--- src/rtl/trig_scaler_pkg.sv ---
// Shared constants, read-map addresses and FSM state type for the per-SURF trigger scaler.
package trig_scaler_pkg;

  localparam int          NSURF_REAL   = 28;
  localparam logic [5:0]  ADR_STATUS   = 6'd28;
  localparam logic [5:0]  ADR_DEADTIME = 6'd29;
  localparam logic [5:0]  ADR_ID       = 6'd31;
  localparam logic [15:0] SCAL_ID      = 16'h5343;

  typedef enum logic {
    COUNT,
    DUMP
  } state_t;

endpackage

--- src/rtl/trig_scaler_gate.sv ---
// Gate-window generator: PPS rising edge or internal period timer, producing a registered gate_end.
module trig_scaler_gate (
  input  logic        clk,
  input  logic        rst,
  input  logic        pps,
  input  logic        gate_sel,
  input  logic [31:0] period,
  output logic        gate_end
);

  logic        pps_q;
  logic        sel_q;
  logic [31:0] timer;
  logic        sel_change;
  logic        tick;
  logic        gate_next;

  // >= rather than == so a period lowered below the running timer still ends the window
  always_comb begin
    sel_change = (gate_sel != sel_q);
    tick       = !gate_sel && (period != '0) && (timer >= period - 32'd1);
    gate_next  = 1'b0;
    if (!sel_change) begin
      gate_next = gate_sel ? (pps && !pps_q) : tick;
    end
  end

  always_ff @(posedge clk or posedge rst) begin
    if (rst) begin
      pps_q    <= 1'b0;
      sel_q    <= 1'b0;
      timer    <= '0;
      gate_end <= 1'b0;
    end else begin
      pps_q    <= pps;
      sel_q    <= gate_sel;
      gate_end <= gate_next;
      if (sel_change || gate_sel || (period == '0) || tick) begin
        timer <= '0;
      end else begin
        timer <= timer + 32'd1;
      end
    end
  end

endmodule

--- src/rtl/trig_surf_scaler.sv ---
// Per-SURF trigger-rate scaler: gated saturating counters, snapshot bank and registered read port.
// Optional busy dead-time counter at address 29 when TRIG_SCALER_DEADTIME_EN is defined.
module trig_surf_scaler
  import trig_scaler_pkg::*;
#(
  parameter int NSURF     = NSURF_REAL,
  parameter int CNT_WIDTH = 16
) (
  input  logic                sysclk_i,
  input  logic                sysclk_rst_i,
  input  logic [NSURF*16-1:0] trigin_dat_i,
  input  logic                trigin_valid_i,
  input  logic [NSURF-1:0]    trig_mask_i,
  input  logic                pps_i,
  input  logic                gate_sel_i,
  input  logic [31:0]         period_i,
`ifdef TRIG_SCALER_DEADTIME_EN
  input  logic                busy_i,
`endif
  input  logic [5:0]          scal_adr_i,
  output logic [31:0]         scal_dat_o,
  output logic                scal_update_o,
  output logic [15:0]         scal_seq_o
);

`ifdef TRIG_SCALER_DEADTIME_EN
  localparam int NDUMP = NSURF + 1;
`else
  localparam int NDUMP = NSURF;
`endif
  localparam int IW = $clog2(NDUMP);

  logic [NSURF-1:0]     hit;
  logic [CNT_WIDTH-1:0] cnt  [NSURF];
  logic [CNT_WIDTH-1:0] hold [NSURF];
  logic [CNT_WIDTH-1:0] bank [NSURF];
  logic                 gate_end;
  state_t               state;
  state_t               state_next;
  logic [IW-1:0]        idx;
  logic                 dump_we;
  logic                 dump_last;
  logic                 overrun;
  logic                 lost;
  logic [31:0]          dt_word;
  logic [31:0]          rd;
  logic                 dat_unused;

  assign dat_unused = ^trigin_dat_i;

  trig_scaler_gate u_gate (
    .clk      (sysclk_i),
    .rst      (sysclk_rst_i),
    .pps      (pps_i),
    .gate_sel (gate_sel_i),
    .period   (period_i),
    .gate_end (gate_end)
  );

  always_ff @(posedge sysclk_i or posedge sysclk_rst_i) begin
    if (sysclk_rst_i) begin
      hit <= '0;
    end else begin
      for (int unsigned k = 0; k < NSURF; k++) begin
        hit[k] <= trigin_valid_i && trigin_dat_i[16*k+15] && !trig_mask_i[k];
      end
    end
  end

  // Hold is frozen while a dump is reading it; the counters still restart the window.
  always_ff @(posedge sysclk_i or posedge sysclk_rst_i) begin
    if (sysclk_rst_i) begin
      for (int unsigned k = 0; k < NSURF; k++) begin
        cnt[k]  <= '0;
        hold[k] <= '0;
      end
    end else begin
      for (int unsigned k = 0; k < NSURF; k++) begin
        if (gate_end) begin
          if (state == COUNT) hold[k] <= cnt[k];
          cnt[k] <= CNT_WIDTH'(hit[k]);
        end else if (hit[k] && (cnt[k] != '1)) begin
          cnt[k] <= cnt[k] + CNT_WIDTH'(1);
        end
      end
    end
  end

  always_ff @(posedge sysclk_i or posedge sysclk_rst_i) begin
    if (sysclk_rst_i) state <= COUNT;
    else              state <= state_next;
  end

  always_comb begin
    state_next = state;
    case (state)
      COUNT:   if (gate_end)  state_next = DUMP;
      DUMP:    if (dump_last) state_next = COUNT;
      default: state_next = COUNT;
    endcase
  end

  always_comb begin
    dump_we   = (state == DUMP);
    dump_last = dump_we && (idx == IW'(NDUMP - 1));
  end

  always_ff @(posedge sysclk_i or posedge sysclk_rst_i) begin
    if (sysclk_rst_i) begin
      idx <= '0;
    end else if (dump_we && !dump_last) begin
      idx <= idx + IW'(1);
    end else begin
      idx <= '0;
    end
  end

  always_ff @(posedge sysclk_i or posedge sysclk_rst_i) begin
    if (sysclk_rst_i) begin
      for (int unsigned k = 0; k < NSURF; k++) bank[k] <= '0;
    end else if (dump_we) begin
      for (int unsigned k = 0; k < NSURF; k++) begin
        if (idx == IW'(k)) bank[k] <= hold[k];
      end
    end
  end

  always_ff @(posedge sysclk_i or posedge sysclk_rst_i) begin
    if (sysclk_rst_i) begin
      scal_update_o <= 1'b0;
      scal_seq_o    <= '0;
      overrun       <= 1'b0;
      lost          <= 1'b0;
    end else begin
      scal_update_o <= dump_last;
      if (dump_last) scal_seq_o <= scal_seq_o + 16'd1;
      if (dump_we && gate_end)         overrun <= 1'b1;
      else if (dump_last && !lost)     overrun <= 1'b0;
      if (dump_last)                   lost <= 1'b0;
      else if (dump_we && gate_end)    lost <= 1'b1;
    end
  end

`ifdef TRIG_SCALER_DEADTIME_EN
  logic [31:0] dt_cnt;
  logic [31:0] dt_hold;
  logic [31:0] dt_bank;

  always_ff @(posedge sysclk_i or posedge sysclk_rst_i) begin
    if (sysclk_rst_i) begin
      dt_cnt  <= '0;
      dt_hold <= '0;
      dt_bank <= '0;
    end else begin
      if (gate_end) begin
        if (state == COUNT) dt_hold <= dt_cnt;
        dt_cnt <= {31'b0, busy_i};
      end else if (busy_i && (dt_cnt != '1)) begin
        dt_cnt <= dt_cnt + 32'd1;
      end
      if (dump_we && (idx == IW'(NSURF))) dt_bank <= dt_hold;
    end
  end

  assign dt_word = dt_bank;
`else
  assign dt_word = '0;
`endif

  always_comb begin
    rd = '0;
    for (int unsigned k = 0; k < NSURF; k++) begin
      if (scal_adr_i == 6'(k)) rd = 32'(bank[k]);
    end
    if (scal_adr_i == ADR_STATUS)   rd = {overrun, 15'b0, scal_seq_o};
    if (scal_adr_i == ADR_DEADTIME) rd = dt_word;
    if (scal_adr_i == ADR_ID)       rd = {SCAL_ID, 8'(CNT_WIDTH), 8'(NSURF)};
  end

  always_ff @(posedge sysclk_i or posedge sysclk_rst_i) begin
    if (sysclk_rst_i) scal_dat_o <= '0;
    else              scal_dat_o <= rd;
  end

endmodule

--- config.mk ---
export PLATFORM = sky130hd
export DESIGN_NAME = trig_surf_scaler
export DESIGN_NICKNAME = d
export VERILOG_FILES = /design/src/rtl/trig_scaler_pkg.sv /design/src/rtl/trig_scaler_gate.sv /design/src/rtl/trig_surf_scaler.sv
export SDC_FILE = /design/constraint.sdc
export NUM_CORES = 2
export LEC_CHECK = 0
export ABC_AREA = 1
export CAP_MARGIN = 30
export CORE_ASPECT_RATIO = 1.25
export CORE_MARGIN = 2
export CORE_UTILIZATION = 40
export CTS_CLUSTER_SIZE = 10
export DETAILED_ROUTE_END_ITERATION = 8
export PLACE_DENSITY_LB_ADDON = 0.15
export SLEW_MARGIN = 20
export SYNTH_ARGS = -nofsm -noshare
export SYNTH_HDL_FRONTEND = slang
export SYNTH_SLANG_ARGS = --single-unit
--- constraint.sdc ---
create_clock -name sysclk_i -period 113.6 [get_ports sysclk_i]
set_input_delay 11.36 -clock sysclk_i [delete_from_list [all_inputs] [get_ports sysclk_i]]
set_output_delay 11.36 -clock sysclk_i [all_outputs]
set_load 0.1 [all_outputs]
==> results.sh <==
export IMPL_status="finished clean"
export IMPL_grt_pass1_vias=48500
export IMPL_async_reset_ff_share_pct=100
export IMPL_cts_sinks=1450
export IMPL_final_cells=9500
export IMPL_place_hpwl_um=114000
export IMPL_crit_type="in2reg"
export IMPL_crit_arrival_ns=16.12
export IMPL_total_power_mw=1.17
export IMPL_use_met1_pct=25.9
export IMPL_design_area_sq_um=73100
export IMPL_ys_warn_count=0
export IMPL_cap_violations=0
export IMPL_place_ws_ns=97.39
export IMPL_synth_flop_cell="dfrtp_1"
export IMPL_worstSetupStartpointType="primary input"
export IMPL_die_y_um=453
export IMPL_met2_usage_pct=34.4
export IMPL_wl_per_cell_um=17.2
export IMPL_cts_tree="done"
export IMPL_synth_edf_count=0
export IMPL_route_vias_total=48100
export IMPL_path_cells="clkdlybuf4s50_1 -> inv_1 -> nand2_1 -> nor2_1 -> nand2_1 -> o21ai_1 -> nor2_1 -> nand4_1 -> nor2_1 -> nand4_1 -> nand2_1 -> nand4_1 -> nand2_1 -> nand4_1 -> nor2_1 -> nand4_1 -> nor2_1 -> nand4_1 -> nand2_1 -> a21oi_1"
export IMPL_dpl_cell_area_sq_um=68300
export IMPL_hold_path_class="reg2reg"
export IMPL_post_route_min_period_ns=15.44
export IMPL_htree_levels=4
export IMPL_synth_cells=7245
export IMPL_setup_viol=0
export IMPL_avgSynthCellArea_sq_um=8.91
export IMPL_synth_top_cell_area_share_pct=56.2
export IMPL_grt_overflow_total=0
export IMPL_area_growth_synth_to_final_pct=13.3
export IMPL_leakagePower_nw=33.2
export IMPL_crit_slowest_cell="clkdlybuf4s50_1"
export IMPL_grt_usage_pct=20.1
export IMPL_synthTopCellsByCount="nand2_1, dfrtp_1, inv_1"
export IMPL_gr_max_usage_layer="met2"
export IMPL_core_area_sq_um=160000
export IMPL_drtAntennaViolNets=0
export IMPL_totalWireLength_um=163000
export IMPL_initial_core_util_pct=40.3
export IMPL_fmax_ghz=0.0647
export IMPL_final_util_pct=45.7
export IMPL_cts_root_buf="clkbuf_16"
export IMPL_drtIter0Drc=3373
export IMPL_grt_pass1_wl_um=263000
export IMPL_design_portCount=568
export IMPL_insertion_delay_ns=0.81
export IMPL_rsz0062_at_grt="false"
export IMPL_syn_area_sq_um=64600
export IMPL_worst_path_max_fanout=6
export IMPL_holdWs_ns=0.453
export IMPL_startpoint="scal_adr_i[3]"
export IMPL_drcViolationCount=0
export IMPL_dieArea_sq_um=165000
export IMPL_viasPerCell=5.07
export IMPL_grt_max_degree=209
export IMPL_cts_resized_gates=0
export IMPL_endpoint_kind="register"
export IMPL_finalClockSkew_ns=0.0209
export IMPL_cp_buffers_inverters=2
export IMPL_crit_top_cell="nand4_1"
export IMPL_tightestPinTransition_ns=1.02
export IMPL_reg2reg_from="u_gate.gate_end"
export IMPL_place_inst=9277
export IMPL_cp_data_required_time_ns=114.28
export IMPL_hold_buffers=0
export IMPL_drt_pass1_iterations=6
export IMPL_grt_antenna_before_repair=6
export IMPL_yosysUniqueCellTypes=54
export IMPL_met3_usage_pct=2.93
export IMPL_routabilityCongestion=0.848
export IMPL_slew_headroom_pct=31.5
export IMPL_synth_area_leader_cell="dfrtp_1"
export IMPL_period_share_pct=13.6
export IMPL_final_layout_size_suffix_gt1_share_pct=9.83
export IMPL_hold_viol=0
export IMPL_finalWorstSetupSlack_ns=98.16
export IMPL_clk_path_buf_depth=3
export IMPL_nNetsFinal=7971
export IMPL_yosysSeqAreaShare_pct=56.2
export IMPL_cts_setup_buffers=0
export IMPL_final_max_slew_violation_count=0
export IMPL_die_x_um=363
export IMPL_powerDensity_nw_per_um2=16.0
export IMPL_core_rowCount=164
export IMPL_yosys_top_cells_area="dfrtp_1, nand2_1, o21ai_0"
export IMPL_cts_buffers_inserted=167
export IMPL_tns_ns=0
export IMPL_critPathTopFamily="simple AND/OR/NAND/NOR gates"
export IMPL_peakVddDrop_mv=0.0157
export IMPL_port_buffers=139
export IMPL_slowest_delay_ns=0.53
export IMPL_path_clk_slew_ns=0.05
export IMPL_ys_ff_latch=1450
export IMPL_hp_start="cnt[435]"
export IMPL_synth_most_common_cell="nand2_1"
final timing paths:
| kind | cells past startpoint | slack, ns | to |
|---|---|---|---|
| max in group asynchronous | 7 | 98.87 | cnt[176] |
| worst min register to register | 1 | 0.45 | cnt[435] |
| worst max-delay path | 20 | 98.16 | scal_dat_o[0] |
| min in group asynchronous | 2 | 11.09 | hit[6] |
| worst max register to register | 5 | 109.19 | hold[270] |
| worst min-delay path | 1 | 0.45 | cnt[435] |
state kept, by name, indices dropped and copies added (netlist names):
signal	cells
bank	448
cnt	448
dump_we	1
hit	28
hold	448
idx	5
lost	1
overrun	1
scal_dat_o	18
scal_seq_o	16
scal_update_o	1
u_gate.gate_end	1
u_gate.pps_q	1
u_gate.sel_q	1
u_gate.timer	32
per-layer routing:
| layer | part of all wire (%) | routed length (um) |
|---|---|---|
| met1 | 44 | 72100 |
| met2 | 49 | 79600 |
| met4 | 3.4 | 5580 |
| met5 | 0 | 0 |
| met3 | 3.8 | 6160 |
area by class of cell:
cell class / instances / area (sq um)
Timing Repair Buffer: 221 / 2280
Clock buffer: 191 / 4360
Antenna cell: 2 / 5.00
Tap cell: 2075 / 2600
Multi-Input combinational cell: 4601 / 23800
Clock inverter: 19 / 267
Fill cell: 15600 / 86900
Inverter: 941 / 3550
Sequential cell: 1450 / 36300
cells by family after synthesis:
family,count (synthesis),synth area share [%]
AND/OR/NAND/NOR,2832,18.4
flip-flops,1450,56.2
AO/OA/AOI/OAI,1329,10.8
buffers and inverters,1201,7.08
multiplexers,308,5.37
adder cells (fa/ha/maj),70,1.36
XOR/XNOR,54,0.733
other,1,0.00581
placed cells by master, fill, tap and decap left out, types with 14 or more instances in the layout:
master | netlist | routed
a221oi_1 | 16 | 16
mux2_2 | 302 | 302
inv_1 | 832 | 830
o211ai_1 | 21 | 21
xor2_1 | 39 | 39
o21ai_1 | 45 | 45
a211oi_1 | 28 | 28
a21oi_1 | 417 | 417
dfrtp_1 | 1450 | 1449
nand2_1 | 1543 | 1541
o21ai_0 | 739 | 739
clkbuf_1 | 211 | 16
nor2_2 | 10 | 14
buf_4 | 14 | 59
nand4_1 | 132 | 132
nand3_1 | 160 | 160
a31oi_1 | 34 | 34
nor2_1 | 635 | 631
nor4_1 | 62 | 62
ha_1 | 70 | 70
inv_2 | 99 | 99
clkdlybuf4s50_1 | 0 | 138
xnor2_1 | 15 | 15
nor3b_1 | 15 | 15
nor3_1 | 230 | 225
clkbuf_16 | 0 | 168
power breakdown:
part | leakage [nW] | internal, mW | switching [mW] | total [mW]
registers | 20.0 | 0.554 | 0.0218 | 0.575
logic | 10.9 | 0.0371 | 0.0745 | 0.112
clock network | 2.26 | 0.271 | 0.209 | 0.481
total | 33.2 | 0.862 | 0.306 | 1.17
Note: power is estimated with default switching activity, not from simulation.
